[src/rtl/spi_defs_pkg.sv]
// Shared definitions for the SPI byte receiver: select polarity, the minimum
// synchroniser depth and the frame state encoding.
package spi_defs;

  localparam logic SPI_SS_ACTIVE       = 1'b0;
  localparam int   SPI_SYNC_STAGES_MIN = 2;

  typedef enum logic {
    ST_IDLE   = 1'b0,
    ST_ACTIVE = 1'b1
  } spi_state_t;

endpackage

[src/rtl/spi_byte_rx_sync_edge.sv]
// Pin synchroniser with a registered edge detector. The level output is the
// extra registered copy, so every instance presents data with the same delay
// as the rise/fall strobes and a level-only user (mosi) stays aligned with
// the sclk strobes.
module sync_edge #(
  parameter int   stages  = 2,
  parameter logic rst_val = 1'b0
) (
  input  logic clk,
  input  logic rst,
  input  logic pin,
  output logic level,
  output logic rise,
  output logic fall
);

  logic [stages-1:0] chain;
  logic              prev;

  // Synchronise the pin, keep one delayed copy and register the edge strobes.
  always_ff @(posedge clk or negedge rst) begin
    if (!rst) begin
      chain <= {stages{rst_val}};
      prev  <= rst_val;
      rise  <= 1'b0;
      fall  <= 1'b0;
    end else begin
      chain <= {chain[stages-2:0], pin};
      prev  <= chain[stages-1];
      rise  <= chain[stages-1] & ~prev;
      fall  <= ~chain[stages-1] & prev;
    end
  end

  assign level = prev;

endmodule

[src/rtl/spi_byte_rx.sv]
// Mode-0 SPI slave receiver. Pins are oversampled in the clk domain; received
// words come out on data/valid, a status word is shifted back on spi_miso.
module spi_byte_rx
  import spi_defs::*;
#(
  parameter int bitwidth    = 8,
  parameter int sync_stages = 2,
  parameter int count_width = 16
) (
  input  logic                   clk,
  input  logic                   rst,
  input  logic                   spi_sclk,
  input  logic                   spi_ss,
  input  logic                   spi_mosi,
  output logic                   spi_miso,
  input  logic [bitwidth-1:0]    tx_data,
  output logic [bitwidth-1:0]    data,
  output logic                   valid,
  output logic                   frame_start,
  output logic                   frame_end,
  output logic [count_width-1:0] byte_count
);

  // Shallower synchronisers than the minimum are silently deepened.
  localparam int STAGES = (sync_stages < SPI_SYNC_STAGES_MIN) ? SPI_SYNC_STAGES_MIN : sync_stages;
  localparam int BCW    = (bitwidth > 2) ? $clog2(bitwidth) : 1;
  localparam logic [BCW-1:0] LAST_BIT = BCW'(bitwidth - 1);

  logic sclk_level, sclk_rise, sclk_fall;
  logic ss_level, ss_rise, ss_fall;
  logic mosi_level, mosi_rise, mosi_fall;
  logic ss_select, ss_deselect;
  logic unused_pins;

  spi_state_t          state;
  logic [BCW-1:0]      bit_cnt;
  logic [bitwidth-1:0] rx_sr;
  logic [bitwidth-1:0] rx_next;
  logic [bitwidth-1:0] tx_sr;
  logic                reload;

  // Saturating word counter increment.
  function automatic logic [count_width-1:0] sat_inc(input logic [count_width-1:0] v);
    return (&v) ? v : v + 1'b1;
  endfunction

  sync_edge #(.stages(STAGES), .rst_val(1'b0)) u_sclk (
    .clk  (clk),
    .rst  (rst),
    .pin  (spi_sclk),
    .level(sclk_level),
    .rise (sclk_rise),
    .fall (sclk_fall)
  );

  sync_edge #(.stages(STAGES), .rst_val(~SPI_SS_ACTIVE)) u_ss (
    .clk  (clk),
    .rst  (rst),
    .pin  (spi_ss),
    .level(ss_level),
    .rise (ss_rise),
    .fall (ss_fall)
  );

  sync_edge #(.stages(STAGES), .rst_val(1'b0)) u_mosi (
    .clk  (clk),
    .rst  (rst),
    .pin  (spi_mosi),
    .level(mosi_level),
    .rise (mosi_rise),
    .fall (mosi_fall)
  );

  // Only the sclk/ss strobes and the mosi level drive the datapath.
  assign unused_pins = ^{mosi_rise, mosi_fall, sclk_level, ss_level};

  assign ss_select   = (SPI_SS_ACTIVE == 1'b0) ? ss_fall : ss_rise;
  assign ss_deselect = (SPI_SS_ACTIVE == 1'b0) ? ss_rise : ss_fall;
  assign rx_next     = {rx_sr[bitwidth-2:0], mosi_level};

  // Frame FSM with receive shifting, word delivery and transmit shifting.
  always_ff @(posedge clk or negedge rst) begin
    if (!rst) begin
      state       <= ST_IDLE;
      bit_cnt     <= '0;
      rx_sr       <= '0;
      tx_sr       <= '0;
      reload      <= 1'b0;
      data        <= '0;
      valid       <= 1'b0;
      frame_start <= 1'b0;
      frame_end   <= 1'b0;
      byte_count  <= '0;
      spi_miso    <= 1'b0;
    end else begin
      valid       <= 1'b0;
      frame_start <= 1'b0;
      frame_end   <= 1'b0;
      case (state)
        ST_IDLE: begin
          if (ss_select) begin
            state       <= ST_ACTIVE;
            frame_start <= 1'b1;
            byte_count  <= '0;
            reload      <= 1'b0;
            tx_sr       <= tx_data;
            spi_miso    <= tx_data[bitwidth-1];
            // An sclk rise seen together with select is bit 0 of the frame.
            if (sclk_rise) begin
              rx_sr   <= rx_next;
              bit_cnt <= BCW'(1);
            end else begin
              bit_cnt <= '0;
            end
          end
        end
        ST_ACTIVE: begin
          if (sclk_rise) begin
            rx_sr <= rx_next;
            if (bit_cnt == LAST_BIT) begin
              data       <= rx_next;
              valid      <= 1'b1;
              byte_count <= sat_inc(byte_count);
              reload     <= 1'b1;
              bit_cnt    <= '0;
            end else begin
              bit_cnt <= bit_cnt + 1'b1;
            end
          end
          if (sclk_fall) begin
            if (reload) begin
              tx_sr    <= tx_data;
              spi_miso <= tx_data[bitwidth-1];
              reload   <= 1'b0;
            end else begin
              tx_sr    <= {tx_sr[bitwidth-2:0], 1'b0};
              spi_miso <= tx_sr[bitwidth-2];
            end
          end
          // Deselect wins over everything except a word completed this cycle.
          if (ss_deselect) begin
            state     <= ST_IDLE;
            frame_end <= 1'b1;
            bit_cnt   <= '0;
            reload    <= 1'b0;
            spi_miso  <= 1'b0;
          end
        end
        default: state <= ST_IDLE;
      endcase
    end
  end

endmodule

[config.mk]
export PLATFORM = sky130hd
export DESIGN_NAME = spi_byte_rx
export DESIGN_NICKNAME = d
export VERILOG_FILES = /design/src/rtl/spi_defs_pkg.sv /design/src/rtl/spi_byte_rx_sync_edge.sv /design/src/rtl/spi_byte_rx.sv
export SDC_FILE = /design/constraint.sdc
export NUM_CORES = 1
export LEC_CHECK = 0
export ABC_AREA = 1
export CORE_ASPECT_RATIO = 0.9
export CORE_MARGIN = 2
export CORE_UTILIZATION = 57
export CTS_CLUSTER_SIZE = 40
export DETAILED_ROUTE_END_ITERATION = 16
export PLACE_DENSITY = 0.85
export SETUP_SLACK_MARGIN = 0.2
export SLEW_MARGIN = 30
export SYNTH_ARGS = -nofsm -noshare
export SYNTH_HDL_FRONTEND = slang
export SYNTH_SLANG_ARGS = --single-unit
[constraint.sdc]
create_clock -name clk -period 2.62 [get_ports clk]
set_input_delay 0.655 -clock clk [delete_from_list [all_inputs] [get_ports clk]]
set_output_delay 0.655 -clock clk [all_outputs]
set_load 0.02 [all_outputs]
# --- Word-level counts from Yosys, hierarchy flattened ---
# Cells that the tools add are included.
totals:
  regBits: 61
  word_cells: 85
op_classes:
  n_addsub: 2
  n_eq_ne: 8
  muxes: 39
  n_bitwise: 9
  n_reduce_logical: 6
op_table:
  columns: ["operator", "n"]
  rows:
  - ["$mux 16", 4]
  - ["$pmux 16 s2", 1]
  - ["$mux 7", 3]
  - ["$mux 1", 19]
  - ["$add 16x1->16 const B", 1]
  - ["$mux 8", 2]
  - ["$pmux 8 s2", 1]
  - ["$reduce_and 16->1", 1]
  - ["$pmux 7 s2", 1]
  - ["$mux 3", 4]
  - ["$ne 2x1->1 const B", 4]
  - ["$ne 3x1->1 const B", 2]
  - ["$pmux 1 s2", 3]
  - ["$pmux 3 s2", 1]
  - ["$reduce_and 2->1", 3]
  - ["$not 1->1", 5]
  - ["$and 1x1->1", 4]
  - ["$reduce_and 4->1", 1]
  - ["$add 3x1->3 const B", 1]
  - ["$eq 3x3->1 const B", 1]
  - ["$reduce_and 3->1", 1]
  - ["$ne 2x2->1 const B", 1]

# --- Depth between registers and ports, before layout ---
logic_depth:
  depth_word: 7
  mapped_depth: 10
  mapped_depth_nobuf: 9

# --- Modules after synthesis ---
# From an unflattened synthesis, not the netlist that was laid out.
hier_totals:
  cells_unflattened: 311
  hier_area_um2: 2733.9
by_module_without_submodules:
  columns: ["module", "instances", "cells_per_inst", "area_each_um2", "seq_area_each_um2"]
  rows:
  - ["spi_byte_rx", 1, 284, 2309.7, 1176.1]
  - ["sync_edge at u_mosi ...", 2, 9, 140.1, 125.1]
  - ["sync_edge at u_ss", 1, 9, 143.9, 128.9]

# --- Worst setup path before layout ---
# No wires, ideal clock.
synth_path:
  path_kind: "reg-to-reg"
  start: "register byte_count[0]"
  end: "register byte_count[9]"
  setup_time_ps: 74
  arrival_time_ps: 1590
  t_required_ps: 2546
  slack_ps: 956
  stages_incl_launch_ff: 11
  n_path_buf: 1
  synth_period_minus_slack_ps: 1664
  cell_sequence: "dfrtp_1 ha_1 nand2_2 nor2_4 nand2_4 nor2_4 nand2_2 nand2_4 buf_8 nand2_2 o21ai_2"
synth_between:
  elab_chain_cells: 5
  word_cells_on_any_way: 8
synth_rtl:
  columns: ["item", "line", "text"]
  rows:
  - ["start: declaration", "spi_byte_rx.sv:21", "output logic [count_width-1:0] byte_count"]
  - ["start signal: assignment", "spi_byte_rx.sv:123", "byte_count <= sat_inc(byte_count);"]
  - ["$add 16x1->16", "spi_byte_rx.sv:44", "return (&v) ? v : v + 1'b1;"]
  - ["$mux 16", "spi_byte_rx.sv:44", null]
  - ["$mux 16", "spi_byte_rx.sv:120", "if (bit_cnt == LAST_BIT) begin"]
  - ["$mux 16", "spi_byte_rx.sv:118", "if (sclk_rise) begin"]
  - ["$pmux 16 s2", "spi_byte_rx.sv:99", "case (state)"]
# Parallel ways exist; a longest one is shown, timed or not. The select of a mux whose other input is x is not followed.
# A chain may end at the register's enable or synchronous reset.

# --- Worst setup path in the final report ---
layout_path:
  start: "register byte_count[5]"
  end: "output port byte_count[5]"
# No word-level cell between the ends.

==> impl_metrics.json <==
{
  "dr_total_vias": 2156,
  "synthMuxAreaShare": 0,
  "antenna_found_initial": 0,
  "ioPinCount": 41,
  "dieArea_um2": 5330,
  "syn_area_um2": 2710,
  "routed_wl_um": 5560,
  "cp-end-kind": "output pin",
  "worst_path_largest_cell_delay_ns": 0.67,
  "cts_tree": "done",
  "place_hpwl_um": 3760,
  "tns_ns": 0,
  "synth_edf_count": 0,
  "die_w_um": 76.7,
  "rows": 23,
  "areaGrowthSynthToFinish_pct": 25.1,
  "max_freq_mhz": 471,
  "hold_viol_final": 0,
  "core_area_um2": 4520,
  "clk_latency_ns": 0.33,
  "worstMarginPinSlew_ns": 0.532,
  "h-tree-depth": 3,
  "finalCriticalPeriod_ns": 2.12,
  "synth_top_family_by_area": "simple AND/OR/NAND/NOR gates",
  "pwr-share-comb": 0.131,
  "clock-sinks": 60,
  "cts_root_buf": "clkbuf_8",
  "p_clk_frac": 0.400,
  "pwr-share-seq": 0.469,
  "drc": 0,
  "worst-path-buf-inv": 1,
  "drtAntennaViolNets": 0,
  "overflow": 0,
  "synthAdderAreaFrac": 0.0138,
  "nets": 361,
  "fin_skew_ns": 0.00482,
  "syn_avg_cell_area_um2": 9.07,
  "worstPathMaxFanout": 6,
  "die_h_um": 69.4,
  "synth-simple-area-share": 0.225,
  "cts_buffer_depth": 2,
  "peakVddDrop_mv": 0.472,
  "cts_buffers": 9,
  "ys_types": 29,
  "syn_inst": 299,
  "seq_area_frac_synth": 0.555,
  "drt-initial-drc-count": 178,
  "slew_viol_final": 0,
  "post_cts_resized": 0,
  "relSlewSlack": 0.645,
  "start_util": 0.600,
  "nFillCells": 333,
  "async_reset_ff_frac": 1.00,
  "grt_pass1_vias": 2036,
  "yosysWarnings": 0,
  "io_buffers": 40,
  "timing.final.crit_share": 0.810,
  "final_core_util": 0.751,
  "clk_pin_slew_ns": 0.07,
  "intPower_w": 0.00176,
  "p_switching_w": 0.000624,
  "synth-xor-area-share": 0.0129,
  "first_pass_iters": 4,
  "status": "finished, final reports clean",
  "p_leak_nw": 1.52,
  "multi_input_area_um2": 1020,
  "regArea_um2": 1510,
  "worst_ep_arrival_time_ns": 1.47,
  "startpoint_type": "flop",
  "place_congestion": 0.833,
  "synth-main-ff-cell": "dfrtp_1",
  "hold_path_class": "in2async",
  "synth_compound_gate_area_share": 0.124,
  "synthesis.nets": 315,
  "p_per_area_nw_per_um2": 702,
  "crit_slowest_cell": "clkdlybuf4s50_1",
  "grt_max_degree": 39,
  "via_per_inst": 5.23,
  "crit_type": "reg2out",
  "synth.ff_latch_count": 60,
  "finalSetupViolations": 0,
  "required_ns": 1.97,
  "ctsHoldBuffers": 0,
  "cts_setup_buffers": 0,
  "wl_per_cell_um": 13.5,
  "crit_family": "buffers and inverters",
  "grt_use_total": 0.228,
  "cap_violations": 0,
  "drive_above_1_share": 0.140,
  "diodes": 0,
  "rsz0062_at_grt": "false",
  "grt_pass1_wl_um": 9480,
  "p_sw_frac": 0.262,
  "worstPathCellList": "clkdlybuf4s50_1"
}
## stage by stage
step	hold WS (ns)	setup WS [ns]	std cells	total power, W	instance area [µm²]
2_1_floorplan	0.331	0.956	299	0.00133	2710
3_3_place_gp	0.334	0.853	396	0.00142	3160
3_5_place_dp	0.335	0.771	396	0.00144	3160
4_1_cts	0.305	0.482	412	0.00240	3390
5_1_grt	0.319	0.434	412	0.00250	3390
6_report	0.296	0.498	412	0.00238	3390
## layer usage
metal  track usage  vias to the layer above  share of wire
li1              -                     1053              -
met1         0.319                     1003           0.46
met2         0.324                       86           0.46
met3        0.0573                       14          0.061
met4         0.129                        0          0.020
met5             0                        -              0
## cells by family after synthesis
| group | count (synthesis) |
|---|---|
| AOI/OAI and AO/OA | 57 |
| xor gates and xnor gates | 4 |
| adders and majority gates | 3 |
| buffers and inverters | 44 |
| DFF | 60 |
| and+or+nand+nor | 131 |
## flip-flops by register name (all words and copies together) (netlist names)
signal and flops:
byte_count 16, data 8, rx_sr 7, tx_sr 7, bit_cnt 3, u_mosi.chain 2, u_sclk.chain 2, u_ss.chain 2
frame_end 1, frame_start 1, reload 1, spi_miso 1, state 1, u_mosi.level 1, u_sclk.fall 1, u_sclk.level 1
u_sclk.rise 1, u_ss.fall 1, u_ss.level 1, u_ss.rise 1, valid 1
## cells in the final DEF, fill, tap and decap left out, types with 6 or more instances in the layout
cell / count
nand3_1: 17
o21ai_1: 6
nor2_1: 24
clkdlybuf4s50_1: 39
nand2_1: 64
o21ai_0: 22
a21oi_1: 12
clkbuf_8: 11
inv_1: 36
o21ai_2: 8
dfrtp_1: 57
nand2_2: 11
## synth_stat cells (all sizes together) (3+ instances only)
library cell,instances,area [µm²]
nand2,77,332
dfrtp,57,1430
inv,38,143
o21ai,36,210
nor2,27,124
nand3,18,95.1
a21oi,12,60.1
nand4,5,31.3
o21bai,4,30.0
buf,3,35.0
clkbuf,3,11.3
dfstp,3,78.8
ha,3,37.5
## cell type report
class / instances / area share
Multi-Input combinational cell: 195 / 0.300
Inverter: 38 / 0.0420
Sequential cell: 60 / 0.444
Clock buffer: 11 / 0.0446
Timing Repair Buffer: 41 / 0.122
Tap cell: 62 / 0.0229
Clock inverter: 5 / 0.0247
## worst paths after layout
check | start | endpoint | slack (ns) | cells past startpoint
setup / recovery | byte_count[5]$_DFFE_PN0P_ | byte_count[5] | 0.50 | 1
hold / removal | rst | byte_count[3]$_DFFE_PN0P_ | 0.30 | 1
setup reg to reg | state$_DFF_PN0_ | bit_cnt[0]$_DFFE_PN0P_ | 0.74 | 6
hold reg to reg | u_mosi.chain[1]$_DFF_PN0_ | u_mosi.level$_DFF_PN0_ | 0.35 | 0
max in group asynchronous | rst | u_ss.chain[0]$_DFF_PN1_ | 1.70 | 2
min in group clk | u_mosi.chain[1]$_DFF_PN0_ | u_mosi.level$_DFF_PN0_ | 0.35 | 0
## power by group through the flow
| stage | registers (W) | logic (W) | clock network, W |
|---|---|---|---|
| floorplan | 0.00112 | 0.000210 | 0 |
| global placement | 0.00112 | 0.000300 | 0 |
| detailed placement | 0.00113 | 0.000311 | 0 |
| CTS | 0.00112 | 0.000319 | 0.000967 |
| global route | 0.00113 | 0.000357 | 0.00101 |
| finish | 0.00112 | 0.000312 | 0.000953 |
No activity file was read; power rests on OpenSTA's default activity.
